--- src/rtl/tlul_pkg.sv ---
// TL-UL shared types: channel structs, opcode enums and bus widths.
package tlul_pkg;

    localparam int unsigned TlHostArbMaxHosts = 8;

    localparam int unsigned TlAW    = 32;
    localparam int unsigned TlDW    = 32;
    localparam int unsigned TlDBW   = TlDW / 8;
    localparam int unsigned TlSzW   = 2;
    localparam int unsigned TlAIW   = 8;
    localparam int unsigned TlDIW   = 1;
    localparam int unsigned TlUserW = 16;

    typedef enum logic [2:0] {
        PutFullData    = 3'h0,
        PutPartialData = 3'h1,
        Get            = 3'h4
    } tl_a_op_e;

    typedef enum logic [2:0] {
        AccessAck     = 3'h0,
        AccessAckData = 3'h1
    } tl_d_op_e;

    typedef struct packed {
        logic                 a_valid;
        tl_a_op_e             a_opcode;
        logic [2:0]           a_param;
        logic [TlSzW-1:0]     a_size;
        logic [TlAIW-1:0]     a_source;
        logic [TlAW-1:0]      a_address;
        logic [TlDBW-1:0]     a_mask;
        logic [TlDW-1:0]      a_data;
        logic [TlUserW-1:0]   a_user;
        logic                 d_ready;
    } tl_h2d_t;

    typedef struct packed {
        logic                 d_valid;
        tl_d_op_e             d_opcode;
        logic [2:0]           d_param;
        logic [TlSzW-1:0]     d_size;
        logic [TlAIW-1:0]     d_source;
        logic [TlDIW-1:0]     d_sink;
        logic [TlDW-1:0]      d_data;
        logic [TlUserW-1:0]   d_user;
        logic                 d_error;
        logic                 a_ready;
    } tl_d2h_t;

endpackage

--- src/rtl/tlul_rr_pick.sv ---
// Combinational round-robin picker: first set request at or above ptr, wrapping.
module tlul_rr_pick #(
    parameter int unsigned N    = 2,
    parameter int unsigned IdxW = (N > 1) ? $clog2(N) : 1
) (
    input  logic [N-1:0]    req,
    input  logic [IdxW-1:0] ptr,
    output logic            valid,
    output logic [IdxW-1:0] idx
);

    int cand;

    // Scan N candidates starting at ptr, keep the first one that is requesting.
    always_comb begin
        valid = 1'b0;
        idx   = '0;
        cand  = 0;
        for (int i = 0; i < int'(N); i++) begin
            cand = int'(ptr) + i;
            if (cand >= int'(N)) begin
                cand = cand - int'(N);
            end
            if (!valid && req[cand]) begin
                valid = 1'b1;
                idx   = IdxW'(cand);
            end
        end
    end

endmodule

--- src/rtl/tlul_host_arb.sv ---
// Shares one single-outstanding TL-UL device port between NumHosts hosts.
// Round-robin on the A channel, one transaction in flight, D routed to the winner.
module tlul_host_arb
    import tlul_pkg::*;
#(
    parameter  int unsigned NumHosts = 2,
    localparam int unsigned HostIdxW = $clog2(NumHosts)
) (
    input  logic                clk_i,
    input  logic                rst_ni,
    input  tl_h2d_t             tl_h_i [NumHosts],
    output tl_d2h_t             tl_h_o [NumHosts],
    output tl_h2d_t             tl_d_o,
    input  tl_d2h_t             tl_d_i,
    output logic [NumHosts-1:0] gnt_o,
    output logic                idle_o
);

    typedef enum logic [1:0] {
        StIdle = 2'd0,
        StAddr = 2'd1,
        StData = 2'd2
    } state_e;

    state_e              state_q, state_d;
    logic [HostIdxW-1:0] gnt_q, gnt_d;
    logic [HostIdxW-1:0] rr_ptr_q, rr_ptr_d;
    logic [NumHosts-1:0] a_valid_vec;
    logic                pick_valid;
    logic [HostIdxW-1:0] pick_idx;

    // Collect the host request lines for the picker.
    always_comb begin
        a_valid_vec = '0;
        for (int i = 0; i < int'(NumHosts); i++) begin
            a_valid_vec[i] = tl_h_i[i].a_valid;
        end
    end

    tlul_rr_pick #(
        .N    (NumHosts),
        .IdxW (HostIdxW)
    ) u_pick (
        .req   (a_valid_vec),
        .ptr   (rr_ptr_q),
        .valid (pick_valid),
        .idx   (pick_idx)
    );

    // State, locked owner and round-robin pointer registers.
    always_ff @(posedge clk_i or negedge rst_ni) begin
        if (!rst_ni) begin
            state_q  <= StIdle;
            gnt_q    <= '0;
            rr_ptr_q <= '0;
        end else begin
            state_q  <= state_d;
            gnt_q    <= gnt_d;
            rr_ptr_q <= rr_ptr_d;
        end
    end

    // Next state and channel steering; the reset gate keeps the forwarded A
    // channel quiet while reset is held even if hosts are requesting.
    always_comb begin
        state_d  = state_q;
        gnt_d    = gnt_q;
        rr_ptr_d = rr_ptr_q;
        tl_d_o   = '0;
        for (int i = 0; i < int'(NumHosts); i++) begin
            tl_h_o[i]         = tl_d_i;
            tl_h_o[i].d_valid = 1'b0;
            tl_h_o[i].a_ready = 1'b0;
        end

        case (state_q)
            StIdle: begin
                if (rst_ni && pick_valid) begin
                    tl_d_o                   = tl_h_i[pick_idx];
                    tl_d_o.d_ready           = 1'b0;
                    tl_h_o[pick_idx].a_ready = tl_d_i.a_ready;
                    gnt_d                    = pick_idx;
                    state_d                  = tl_d_i.a_ready ? StData : StAddr;
                end
            end
            StAddr: begin
                tl_d_o                = tl_h_i[gnt_q];
                tl_d_o.d_ready        = 1'b0;
                tl_h_o[gnt_q].a_ready = tl_d_i.a_ready;
                if (tl_h_i[gnt_q].a_valid && tl_d_i.a_ready) begin
                    state_d = StData;
                end
            end
            StData: begin
                tl_d_o.d_ready        = tl_h_i[gnt_q].d_ready;
                tl_h_o[gnt_q].d_valid = tl_d_i.d_valid;
                if (tl_d_i.d_valid && tl_h_i[gnt_q].d_ready) begin
                    state_d  = StIdle;
                    rr_ptr_d = (gnt_q == HostIdxW'(NumHosts - 1)) ? '0
                                                                  : gnt_q + HostIdxW'(1);
                end
            end
            default: begin
                state_d = StIdle;
            end
        endcase
    end

    // Grant and idle status derived from the registered state.
    always_comb begin
        gnt_o  = '0;
        idle_o = (state_q == StIdle);
        if (state_q != StIdle) begin
            gnt_o[gnt_q] = 1'b1;
        end
    end

endmodule

--- config.mk ---
export PLATFORM = sky130hd
export DESIGN_NAME = tlul_host_arb
export DESIGN_NICKNAME = d
export VERILOG_FILES = /design/src/rtl/tlul_pkg.sv /design/src/rtl/tlul_rr_pick.sv /design/src/rtl/tlul_host_arb.sv
export SDC_FILE = /design/constraint.sdc
export NUM_CORES = 1
export LEC_CHECK = 0
export ABC_AREA = 1
export CAP_MARGIN = 15
export CORE_AREA = 4 4 196 198
export CTS_BUF_LIST = sky130_fd_sc_hd__clkbuf_2
export DETAILED_ROUTE_END_ITERATION = 16
export DIE_AREA = 0 0 200 202
export HOLD_SLACK_MARGIN = 0.06
export PLACE_DENSITY_LB_ADDON = 0.25
export SLEW_MARGIN = 0
export SYNTH_ARGS = -nofsm -noshare
export SYNTH_HDL_FRONTEND = slang
export SYNTH_SLANG_ARGS = --single-unit
--- constraint.sdc ---
create_clock -name clk_i -period 3.5 [get_ports clk_i]
set_input_delay 1.05 -clock clk_i [delete_from_list [all_inputs] [get_ports clk_i]]
set_output_delay 1.05 -clock clk_i [all_outputs]
set_load 0.005 [all_outputs]
==> results.py <==
metrics = {
    "critical_path": {
        "critPathMaxStageDelay_ns": 0.17,
        "cp_slowest_cell": "o21ai_4",
        "worst-path-buf-inv": 7,
        "crit_end": "tl_d_o[69]",
        "worstPathArrival_ns": 2.40,
        "worst_r2r_endpoint": "gnt_q",
        "crit_path_end_kind": "output port",
        "r2r_start": "state_q[0]",
        "rrSetupSlack_ns": 2.12,
        "startpoint_type": "primary input",
        "critPathLaunch": "tl_h_i[101]",
        "worst-path-max-fanout": 7,
        "cp.depth": 13,
        "reg2reg_depth": 8,
        "critical_path_class": "primary input to output port",
        "crit_required_ns": 2.45,
        "crit_family": "buffers and inverters",
        "crit_chain": "buf_8 > o21ai_4 > nor2_4 > buf_6 > nand2_4 > nand2_8 > buf_12 > buf_12 > buf_16 > buf_8 > nand2_2 > nand2_2 > buf_2",
    },
    "global_routing": {
        "antenna_found_initial": 0,
        "grt_pass1_wl_mm": 24.0,
        "grt_overflow": 0,
        "grt_usage_pct": 7.87,
        "first_global_vias": 3866,
        "grt_max_degree": 19,
    },
    "clock_network": {
        "cts-root-buf": "clkbuf_2",
        "cts.clk_slew.worst_paths_ns": 0.05,
        "htreeDepth": 1,
        "clock-sinks": 4,
        "clk_path_buf_depth": 2,
        "numCtsBuffers": 3,
        "insertion_delay_ns": 0.21,
        "cts_tree": "done",
    },
    "timing": {
        "fin_crit_sh_pct": 98.6,
        "period_minus_slack_ns": 3.45,
        "maxSlewHeadroom_pct": 81.2,
        "worstMarginPinSlew_ns": 0.279,
        "layout_setup_ws_ns": 0.0506,
        "fin_worst_skew_ns": 0.00604,
        "setup_violations": 0,
        "fmax_mhz": 290,
        "finalSetupTns_ns": 0,
        "final-max-slew-violation-count": 0,
        "hold_ws_ns": 0.535,
        "final_hold_viol_count": 0,
    },
    "logic_synthesis": {
        "ys_top_cells_by_area": "nand2_1, buf_4, clkbuf_1, nand2_2, buf_8",
        "syn_inst": 510,
        "postSynthAreaPerCell_um2": 5.11,
        "syn_area_um2": 2610,
        "ys_seq_area_share_pct": 3.84,
        "synth_warnings": 0,
        "synth_largest_area_cell": "nand2_1",
        "syn_nets": 784,
        "yosysUniqueCellTypes": 21,
        "ys_ff_latch": 4,
        "yosysTopAreaCellShare_pct": 40.0,
    },
    "pwr": {
        "power_mw": 3.18,
        "power_density_nw_per_um2": 514,
        "p_leak_nw": 3.07,
        "ir_drop_mv": 0.205,
    },
    "floorplan": {
        "die_area_um2": 40400,
        "core_um2": 36500,
        "die_x_um": 200,
        "rows": 70,
        "die_y_um": 202,
        "floorplan.initialDensity_pct": 7.14,
        "pin_count": 515,
    },
    "drt": {
        "wl_mm": 17.9,
        "wl_per_cell_um": 14.6,
        "routed_via_density": 3.06,
        "drc": 0,
        "first_pass_iters": 4,
        "initialDrtViolationCount": 63,
        "vias": 3736,
        "ant_nets": 0,
    },
    "layout": {
        "diodes": 0,
        "final_cell_mix": "nand2_1, clkdlybuf4s50_1, buf_2, nand2_2, buf_4",
        "area.growth.synth_to_final_pct": 137,
        "layout_commonest_cell": "nand2_1",
        "fin_nets": 1029,
        "drive_above_1_share_pct": 29.5,
    },
    "worst_hold_path": {
        "hold_class": "flop to flop",
    },
    "placement": {
        "io_buffers": 316,
        "place.gp.congestion": 0.740,
        "place_hpwl_mm": 12.3,
        "pre_cts_ws_ns": -0.652,
    },
    "run_status": {
        "outcome": "completed",
    },
    "job": {
        "maxCapViolations": 0,
    },
}
[final cells by class]
type,instances,area (um2)
Timing Repair Buffer,392,3900
Sequential cell,4,100
Clock buffer,3,15.0
Inverter,13,48.8
Tap cell,468,586
Multi-Input combinational cell,341,1540
Fill cell,4192,30300
[power by group]
part           internal (mW)  switching (mW)
logic                   1.73            1.31
clock network         0.0230          0.0187
registers             0.0686          0.0310
total                   1.82            1.36
[per-layer routing]
| metal | GRT usage, % | vias up | share of wire (%) | routed length, um |
|---|---|---|---|---|
| li1 | - | 1885 | - | - |
| met1 | 8.25 | 1551 | 35 | 6330 |
| met2 | 14.7 | 250 | 50 | 8890 |
| met3 | 2.53 | 50 | 11 | 2020 |
| met4 | 2.52 | 0 | 3.5 | 628 |
| met5 | 0 | - | 0 | 0 |
[kinds of logic (layout without fill, tap and decap cells)]
kind of cell           after synthesis  count (layout)  synth area share (%)
AOI/OAI and AO/OA                   10              10                  2.06
DFF                                  4               4                  3.84
and+or+nand+nor                    331             331                  53.3
buffers and inverters              165             408                  40.8
[state kept, by name (all words and copies together), names as in the netlist]
signal / cells
state_q: 2
gnt_q: 1
rr_ptr_q: 1
[worst min-delay path: cells and delay by family, from the launching register on]
family / cells / cell delay (ns)
AOI/OAI and AO/OA: 1 / 0.07
and+or+nand+nor: 1 / 0.06
DFF: 1 / 0.37
[stage by stage]
stage / utilization, % / instances / instance area, um2
3_3_place_gp: 15.1 / 1159 / 5520
6_report: 16.9 / 1221 / 6190
5_1_grt: 16.9 / 1221 / 6190
2_1_floorplan: - / 510 / 2610
4_1_cts: 17.1 / 1224 / 6240
3_5_place_dp: 15.1 / 1159 / 5520
[timing repair]
action | 4_1_cts | 5_1_grt
pin swaps | 8 | 3
buffers inserted | 48 | 1
resized for setup | 372 | 54
hold buffers | 0 | 0
endpoints found under the hold margin | 0 | 0
gates cloned | 15 | 0
setup endpoints to repair | 104 | 93
[synthesized netlist by cell type]
master    count
nand2_1     278
buf_4        66
clkbuf_1     66
nand2_2      37
inv_1        11
buf_6        10
buf_8         8
nor2_1        5
o21ai_0       5
a21oi_1       4
dfrtp_1       4
nand3_1       3
buf_12        2
inv_2         2
nand2_8       2
nor3_1        2
a31o_2        1
and2_1        1
nand4_1       1
nor2_2        1
nor2_4        1
[how the worst min path moves through the flow]
stage / slack, ns / cells past startpoint / endpoint / from
6_report: 0.54 / 2 / rr_ptr_q / rr_ptr_q
2_1_floorplan: 0.45 / 2 / rr_ptr_q / rr_ptr_q
4_1_cts: 0.55 / 2 / rr_ptr_q / rr_ptr_q
5_1_grt: 0.59 / 2 / rr_ptr_q / rr_ptr_q
3_3_place_gp: 0.51 / 2 / rr_ptr_q / rr_ptr_q
3_5_place_dp: 0.52 / 2 / rr_ptr_q / rr_ptr_q
No activity file was read; power rests on OpenSTA's default activity.
